<file path="src/rtl/rr_arb4_ctrl_if.sv">
// rtl/rr_arb4_ctrl_if.sv - request/grant bundle between requesters and the round-robin arbiter
interface rr_arb4_ctrl_if #(
  parameter int CNT_W = 5
) ();
  logic [3:0]       req;
  logic [3:0]       gnt;
  logic [1:0]       gnt_idx;
  logic             gnt_vld;
  logic             preempt;
  logic [CNT_W-1:0] hold_cnt;

  // requester side: drives requests, observes grants
  modport master (
    output req,
    input  gnt,
    input  gnt_idx,
    input  gnt_vld,
    input  preempt,
    input  hold_cnt
  );

  // arbiter side
  modport slave (
    input  req,
    output gnt,
    output gnt_idx,
    output gnt_vld,
    output preempt,
    output hold_cnt
  );
endinterface

</file>
<file path="src/rtl/rr_arb4_ctrl.sv">
// rtl/rr_arb4_ctrl.sv - 4-way round-robin arbiter with registered grant and hold timeout
module rr_arb4_ctrl #(
  parameter int MAX_HOLD = 16,
  parameter int CNT_W    = 5
) (
  input  logic         clk,
  input  logic         rst_n,
  rr_arb4_ctrl_if.slave bus_if
);

  typedef enum logic {
    IDLE,
    GRANT
  } state_t;

  // hold_cnt value on the last grant cycle an owner may keep while others wait
  localparam logic [CNT_W-1:0] HOLD_LAST = CNT_W'((MAX_HOLD > 0) ? (MAX_HOLD - 1) : 0);
  localparam bit               TMO_EN    = (MAX_HOLD > 0);

  state_t           state_q;
  logic [1:0]       last_q;
  logic [3:0]       gnt_q;
  logic [1:0]       idx_q;
  logic             vld_q;
  logic             pre_q;
  logic [CNT_W-1:0] hold_q;

  logic [1:0]       win_d;
  logic             owner_req;
  logic             others_wait;
  logic             timeout_hit;

  // pick the first requester after the last owner, wrapping around
  always_comb begin
    logic       found;
    logic [1:0] cand;
    win_d = last_q;
    found = 1'b0;
    cand  = last_q;
    for (int k = 1; k <= 4; k++) begin
      cand = last_q + 2'(k);
      if (!found && bus_if.req[cand]) begin
        win_d = cand;
        found = 1'b1;
      end
    end
  end

  // owner status derived from the live request lines and the current one-hot grant
  always_comb begin
    owner_req   = |(bus_if.req & gnt_q);
    others_wait = |(bus_if.req & ~gnt_q);
    timeout_hit = TMO_EN && (hold_q == HOLD_LAST) && others_wait;
  end

  // arbitration FSM with registered outputs; pointer keeps the last owner so it
  // ends up with the lowest priority on the next round
  always_ff @(posedge clk or negedge rst_n) begin
    if (!rst_n) begin
      state_q <= IDLE;
      last_q  <= 2'd3;
      gnt_q   <= 4'b0000;
      idx_q   <= 2'b00;
      vld_q   <= 1'b0;
      pre_q   <= 1'b0;
      hold_q  <= '0;
    end else begin
      pre_q <= 1'b0;
      case (state_q)
        IDLE: begin
          if (|bus_if.req) begin
            gnt_q   <= 4'b0001 << win_d;
            idx_q   <= win_d;
            vld_q   <= 1'b1;
            last_q  <= win_d;
            hold_q  <= '0;
            state_q <= GRANT;
          end
        end
        GRANT: begin
          if (!owner_req || timeout_hit) begin
            gnt_q   <= 4'b0000;
            idx_q   <= 2'b00;
            vld_q   <= 1'b0;
            hold_q  <= '0;
            pre_q   <= owner_req;
            state_q <= IDLE;
          end else if (hold_q != {CNT_W{1'b1}}) begin
            hold_q <= hold_q + 1'b1;
          end
        end
        default: state_q <= IDLE;
      endcase
    end
  end

  assign bus_if.gnt      = gnt_q;
  assign bus_if.gnt_idx  = idx_q;
  assign bus_if.gnt_vld  = vld_q;
  assign bus_if.preempt  = pre_q;
  assign bus_if.hold_cnt = hold_q;

endmodule

</file>
<file path="src/flat_wrapper.sv">
// flat-port wrapper written by rule: the top's interface ports become plain ports
module rr_arb4_ctrl_flat 
#(
  parameter int MAX_HOLD = 16,
  parameter int CNT_W    = 5
)
  (clk, rst_n, bus_if_req, bus_if_gnt, bus_if_gnt_idx, bus_if_gnt_vld, bus_if_preempt, bus_if_hold_cnt);
  rr_arb4_ctrl_if #(.CNT_W(CNT_W)) bus_if_i ();
  input  logic clk;
  input  logic rst_n;
  input wire logic [$bits(bus_if_i.req)-1:0] bus_if_req;
  output wire logic [$bits(bus_if_i.gnt)-1:0] bus_if_gnt;
  output wire logic [$bits(bus_if_i.gnt_idx)-1:0] bus_if_gnt_idx;
  output wire logic [$bits(bus_if_i.gnt_vld)-1:0] bus_if_gnt_vld;
  output wire logic [$bits(bus_if_i.preempt)-1:0] bus_if_preempt;
  output wire logic [$bits(bus_if_i.hold_cnt)-1:0] bus_if_hold_cnt;
  assign bus_if_i.req = bus_if_req;
  assign bus_if_gnt = bus_if_i.gnt;
  assign bus_if_gnt_idx = bus_if_i.gnt_idx;
  assign bus_if_gnt_vld = bus_if_i.gnt_vld;
  assign bus_if_preempt = bus_if_i.preempt;
  assign bus_if_hold_cnt = bus_if_i.hold_cnt;
  rr_arb4_ctrl #(.MAX_HOLD(MAX_HOLD), .CNT_W(CNT_W)) u_core (.clk(clk), .rst_n(rst_n), .bus_if(bus_if_i));
endmodule
</file>
<file path="config.mk">
export PLATFORM = sky130hd
export DESIGN_NAME = rr_arb4_ctrl_flat
export DESIGN_NICKNAME = d
export VERILOG_FILES = /design/src/rtl/rr_arb4_ctrl_if.sv /design/src/rtl/rr_arb4_ctrl.sv /design/src/flat_wrapper.sv
export SDC_FILE = /design/constraint.sdc
export NUM_CORES = 1
export LEC_CHECK = 0
export CORE_MARGIN = 5
export CORE_UTILIZATION = 50
export DETAILED_ROUTE_END_ITERATION = 12
export DONT_BUFFER_PORTS = 1
export PLACE_DENSITY = 0.73
export SLEW_MARGIN = 25
export SYNTH_ARGS = -nofsm -noshare
export SYNTH_HDL_FRONTEND = slang
export SYNTH_SLANG_ARGS = --single-unit
</file>
<file path="constraint.sdc">
create_clock -name clk -period 2.41 [get_ports clk]
set_input_delay 0.3615 -clock clk [delete_from_list [all_inputs] [get_ports clk]]
set_output_delay 0.3615 -clock clk [all_outputs]
set_load 0.1 [all_outputs]
</file>
* Word-level counts from Yosys, hierarchy flattened
Index checks and enable logic that the tools add are counted.
Widths: inputs -> output; s select.
** Cells by class
- Add/sub/neg operators :: 4
- Multiply operators :: 0
- Divide/modulo/power cells :: 0
- $lt $le $gt $ge :: 4
- Eq/ne operators :: 5
- Shifts and indexed selects :: 1
- Muxes and demuxes :: 33
- Bitwise operators :: 4
- Reductions and logical operators :: 15
** Operator list (count)
- $mux 5 :: 3
- $mux 1 :: 13
- $lt 2x3->1 const B :: 4
- $mux 2 :: 6
- $reduce_or 4->1 :: 3
- $pmux 5 s2 :: 1
- $and 4x4->4 :: 2
- $bmux 1 s2 :: 4
- $mux 4 :: 2
- $pmux 4 s2 :: 1
- $reduce_and 2->1 :: 3
- $add 5x1->5 const B :: 1
- $eq 5x4->1 const B :: 1
- $ne 5x5->1 const B :: 1
- $add 2x2->2 const B :: 2
- $logic_and 1x1->1 :: 4
- $logic_not 1->1 :: 4
- $not 4->4 :: 1
- $pmux 1 s2 :: 2
- $pmux 2 s2 :: 1
- $shl 1x2->4 const A :: 1
- $ne 3x3->1 const B :: 1
- $add 2x1->2 const B :: 1
- $ne 2x1->1 const B :: 1
- other kinds (3) :: 3
** Storage, ports and cells
- Bits in registers :: 16
- Bits in latches :: 0
- Memory bits (writable) :: 0
- Memory bits (read-only) :: 0
- Output and inout port bits :: 13
- Memories :: 0

* Logic depth before layout (Yosys ltp)
- Word-level depth :: 16
- Mapped depth :: 7
- Depth with buffers taken out :: 7

* Worst setup path after synthesis
No wires, ideal clock.
- Path type :: reg2reg
- Start :: register u_core.hold_q[0] (netlist: u_core.bus_if.hold_cnt[0])
- End :: register u_core.hold_q[2] (netlist: u_core.bus_if.hold_cnt[2])
- Data arrival time :: 2.271 ns
- Setup slack :: 0.062 ns
- Cell stages (with the launch flop) :: 7
- Cells stage by stage :: dfrtp_1 ha_1 and3_1 ha_1 o41a_1 or4_1 o21ai_1
** Between the ends
- Word-level cells in the longest chain between the ends :: 5
** Ends and longest elaborated chain
- start: declaration :: line rr_arb4_ctrl.sv:26 : logic [CNT_W-1:0] hold_q;
- start signal: assignment :: line rr_arb4_ctrl.sv:89 : hold_q <= hold_q + 1'b1;
- parallel branches: the longest is 5 deep, another holds $add 5x1->5
Parallel ways; which one is timed is not known. The select of a mux whose other input is x is not followed.
A chain may end at the register's enable or synchronous reset.

* Worst setup path in the final report
Same ends and word-level chain as after synthesis.

==> flow_metrics.tcl <==
set metrics [dict create \
    syn_area_um2 878 \
    grt_pass1_wl_mm 3.14 \
    ios 19 \
    hold_viol 0 \
    synth_fp_nets 86 \
    dieArea_um2 2690 \
    grt-ovfl-total 0 \
    yosysUniqueCellTypes 36 \
    ys_seq_area_share_pct 45.9 \
    period_share_pct 77.5 \
    criticalPathCategory "reg -> reg" \
    cpPeakStageDelay_ns 0.51 \
    yosysMostFrequentCell "dfrtp_1" \
    fmax_mhz 536 \
    final_layout_size_suffix_gt1_share_pct 26.7 \
    area_growth_pct 15.0 \
    cts_made_buffers 3 \
    critPathLaunchType "register" \
    status "finished clean" \
    postCtsSetupBuffers 0 \
    hold_depth 2 \
    place_hpwl_mm 1.35 \
    fin_tns_setup_ns 0 \
    wl_per_cell_um 16.4 \
    skew_ns 0.00732 \
    synth-edff-count 0 \
    grt_max_degree 17 \
    avgSynthCellArea_um2 11.4 \
    synth_commonest_cells "dfrtp_1 (14), inv_1 (6), a22o_1 (4), a31oi_1 (4)" \
    route.detailed.drc 0 \
    avgViaCountPerCell 6.39 \
    htreeDepth 1 \
    required_ns 2.63 \
    synth_top_area_share_pct 39.9 \
    root_buffer "clkbuf_4" \
    core_um2 1690 \
    slew_headroom_pct 40.0 \
    tritoncts "yes" \
    rsz0062_at_grt "no" \
    n_antenna_cell 0 \
    tightest_slew_ns 0.900 \
    drt_first_pass_iters 4 \
    antenna_found_initial 0 \
    worstSkewPairLatency_ns 0.29 \
    ys_warn_count 0 \
    vias 684 \
    grt_pass1_vias 698 \
    synth_async_sr_flop_share_pct 100 \
    yosys.area.top_type "dfrtp_1" \
    clock_sinks 16 \
    die_y_um 51.9 \
    reg2regPathDepth 6 \
    layout.nets 100 \
    rows 15 \
    synth_area_leaders "dfrtp_1 (40%), dfstp_2 (6.0%), ha_1 (4.3%), a22o_1 (4.0%), mux2i_1 (3.4%)" \
    place.gp.congestion 0.762 \
    worstPathArrival_ns 2.09 \
    crit_fanout 4 \
    endpoint_kind "register" \
    clkTransAtPathRegs_ns 0.10 \
    synth_top_flop_cell "dfrtp_1" \
    fill_cells 142 \
    min_period_ns 1.87 \
    detail-route-antenna-nets 0 \
    cap_violations 0 \
    hold_path_class "in -> reg" \
    grt_usage_pct 15.0 \
    portBuffers 0 \
    cts_resized 0 \
    cpMaxStageDelayCell "or4_1" \
    die_w_um 51.9 \
    dr.first_iter.drc_count 13 \
    ys_seq_elements 16 \
    setup_viol 0 \
    crit_top_cell "ha_1" \
    routed_wl_mm 1.76 \
    crit_chain "ha_1 > and3_1 > ha_1 > o41a_1 > or4_1 > o21ai_1" \
    synthCells 77 \
    start_util_pct 52.0 \
    clockBufferDepth 2 \
    slew_viol_final 0 \
]
through the flow:
stage | utilization, % | instance area [µm²] | std cells | hold slack [ns] | setup WS [ns]
2_1_floorplan | - | 878 | 77 | 0.0659 | 0.0620
3_3_place_gp | 57.0 | 963 | 102 | 0.0663 | 0.620
3_5_place_dp | 57.0 | 963 | 102 | 0.0662 | 0.562
4_1_cts | 59.8 | 1010 | 107 | 0.335 | 0.554
5_1_grt | 59.8 | 1010 | 107 | 0.321 | 0.470
6_report | 59.8 | 1010 | 107 | 0.325 | 0.543
cell usage in the layout, fill, tap and decap left out, drive strengths merged, types with 2 or more instances in the layout:
| cell type | instances |
|---|---|
| mux2i | 3 |
| o22ai | 3 |
| nor2 | 2 |
| o21a | 2 |
| inv | 6 |
| and2b | 2 |
| nor3 | 2 |
| o21ai | 3 |
| dfrtp | 14 |
| a21o | 3 |
| buf | 9 |
| o2bb2ai | 2 |
| clkbuf | 4 |
| ha | 3 |
| nor2b | 4 |
| nand2b | 2 |
| a31oi | 4 |
| dfstp | 2 |
| a22o | 5 |
| nand2 | 2 |
kinds of logic (layout without fill, tap and decap cells):
kind of cell,count (synthesis),in the layout,synth area share [%]
AOI/OAI and AO/OA,26,26,25.1
adders and majority gates,3,3,4.27
buffers and inverters,7,20,2.99
DFF,16,16,45.9
muxes,4,4,4.70
and+or+nand+nor,21,21,17.1
worst max-delay path: cells and delay by family, from the launching register on:
kind / cells / cell delay, ns
AND/OR/NAND/NOR: 2 / 0.71
adder cells (fa/ha/maj): 2 / 0.44
AO/OA/AOI/OAI: 2 / 0.26
flip-flops: 1 / 0.40
final cells by class:
class | count | area [µm²] | area share [%]
flip-flops and latches | 16 | 403 | 39.9
clock buffers | 4 | 36.3 | 3.59
well taps | 17 | 21.3 | 2.11
repair buffers | 10 | 77.6 | 7.68
inverters | 6 | 22.5 | 2.23
multi-input cells | 54 | 449 | 44.5
flip-flops by register name (all words and copies together) (netlist names):
signal,flops
u_core.bus_if.gnt,4
u_core.bus_if.gnt_idx,2
u_core.bus_if.gnt_vld,1
u_core.bus_if.hold_cnt,5
u_core.bus_if.preempt,1
u_core.last_q,2
u_core.state_q,1
final timing paths:
path | start | end | slack (ns)
max | u_core.bus_if.hold_cnt[0]$_DFFE_PN0P_ | u_core.bus_if.hold_cnt[2]$_DFFE_PN0P_ | 0.54
min | bus_if_req[2] | u_core.state_q$_DFF_PN0_ | 0.33
max reg2reg | u_core.bus_if.hold_cnt[0]$_DFFE_PN0P_ | u_core.bus_if.hold_cnt[2]$_DFFE_PN0P_ | 0.54
min reg2reg | u_core.last_q[0]$_DFFE_PN1P_ | u_core.last_q[0]$_DFFE_PN1P_ | 0.57
max in group asynchronous | rst_n | u_core.bus_if.gnt[2]$_DFFE_PN0P_ | 1.41
min in group asynchronous | rst_n | u_core.bus_if.hold_cnt[0]$_DFFE_PN0P_ | 0.55
metal layers:
layer  routed length [µm]  global-route usage [%]  vias to the layer above
met3                   74                    3.15                        2
met4                    7                    2.62                        0
met5                    0                       0                        -
met1                  820                    19.8                      350
met2                  857                    25.5                       11
li1                     -                       -                      321
repair_timing:
action | CTS | global route
hold endpoints to repair | 16 | 0
endpoints found under the setup margin | 0 | 0
hold buffers | 1 | 0
Power is not shown: default switching activity piles up to over one toggle a cycle in this logic, so the estimate is an artifact.
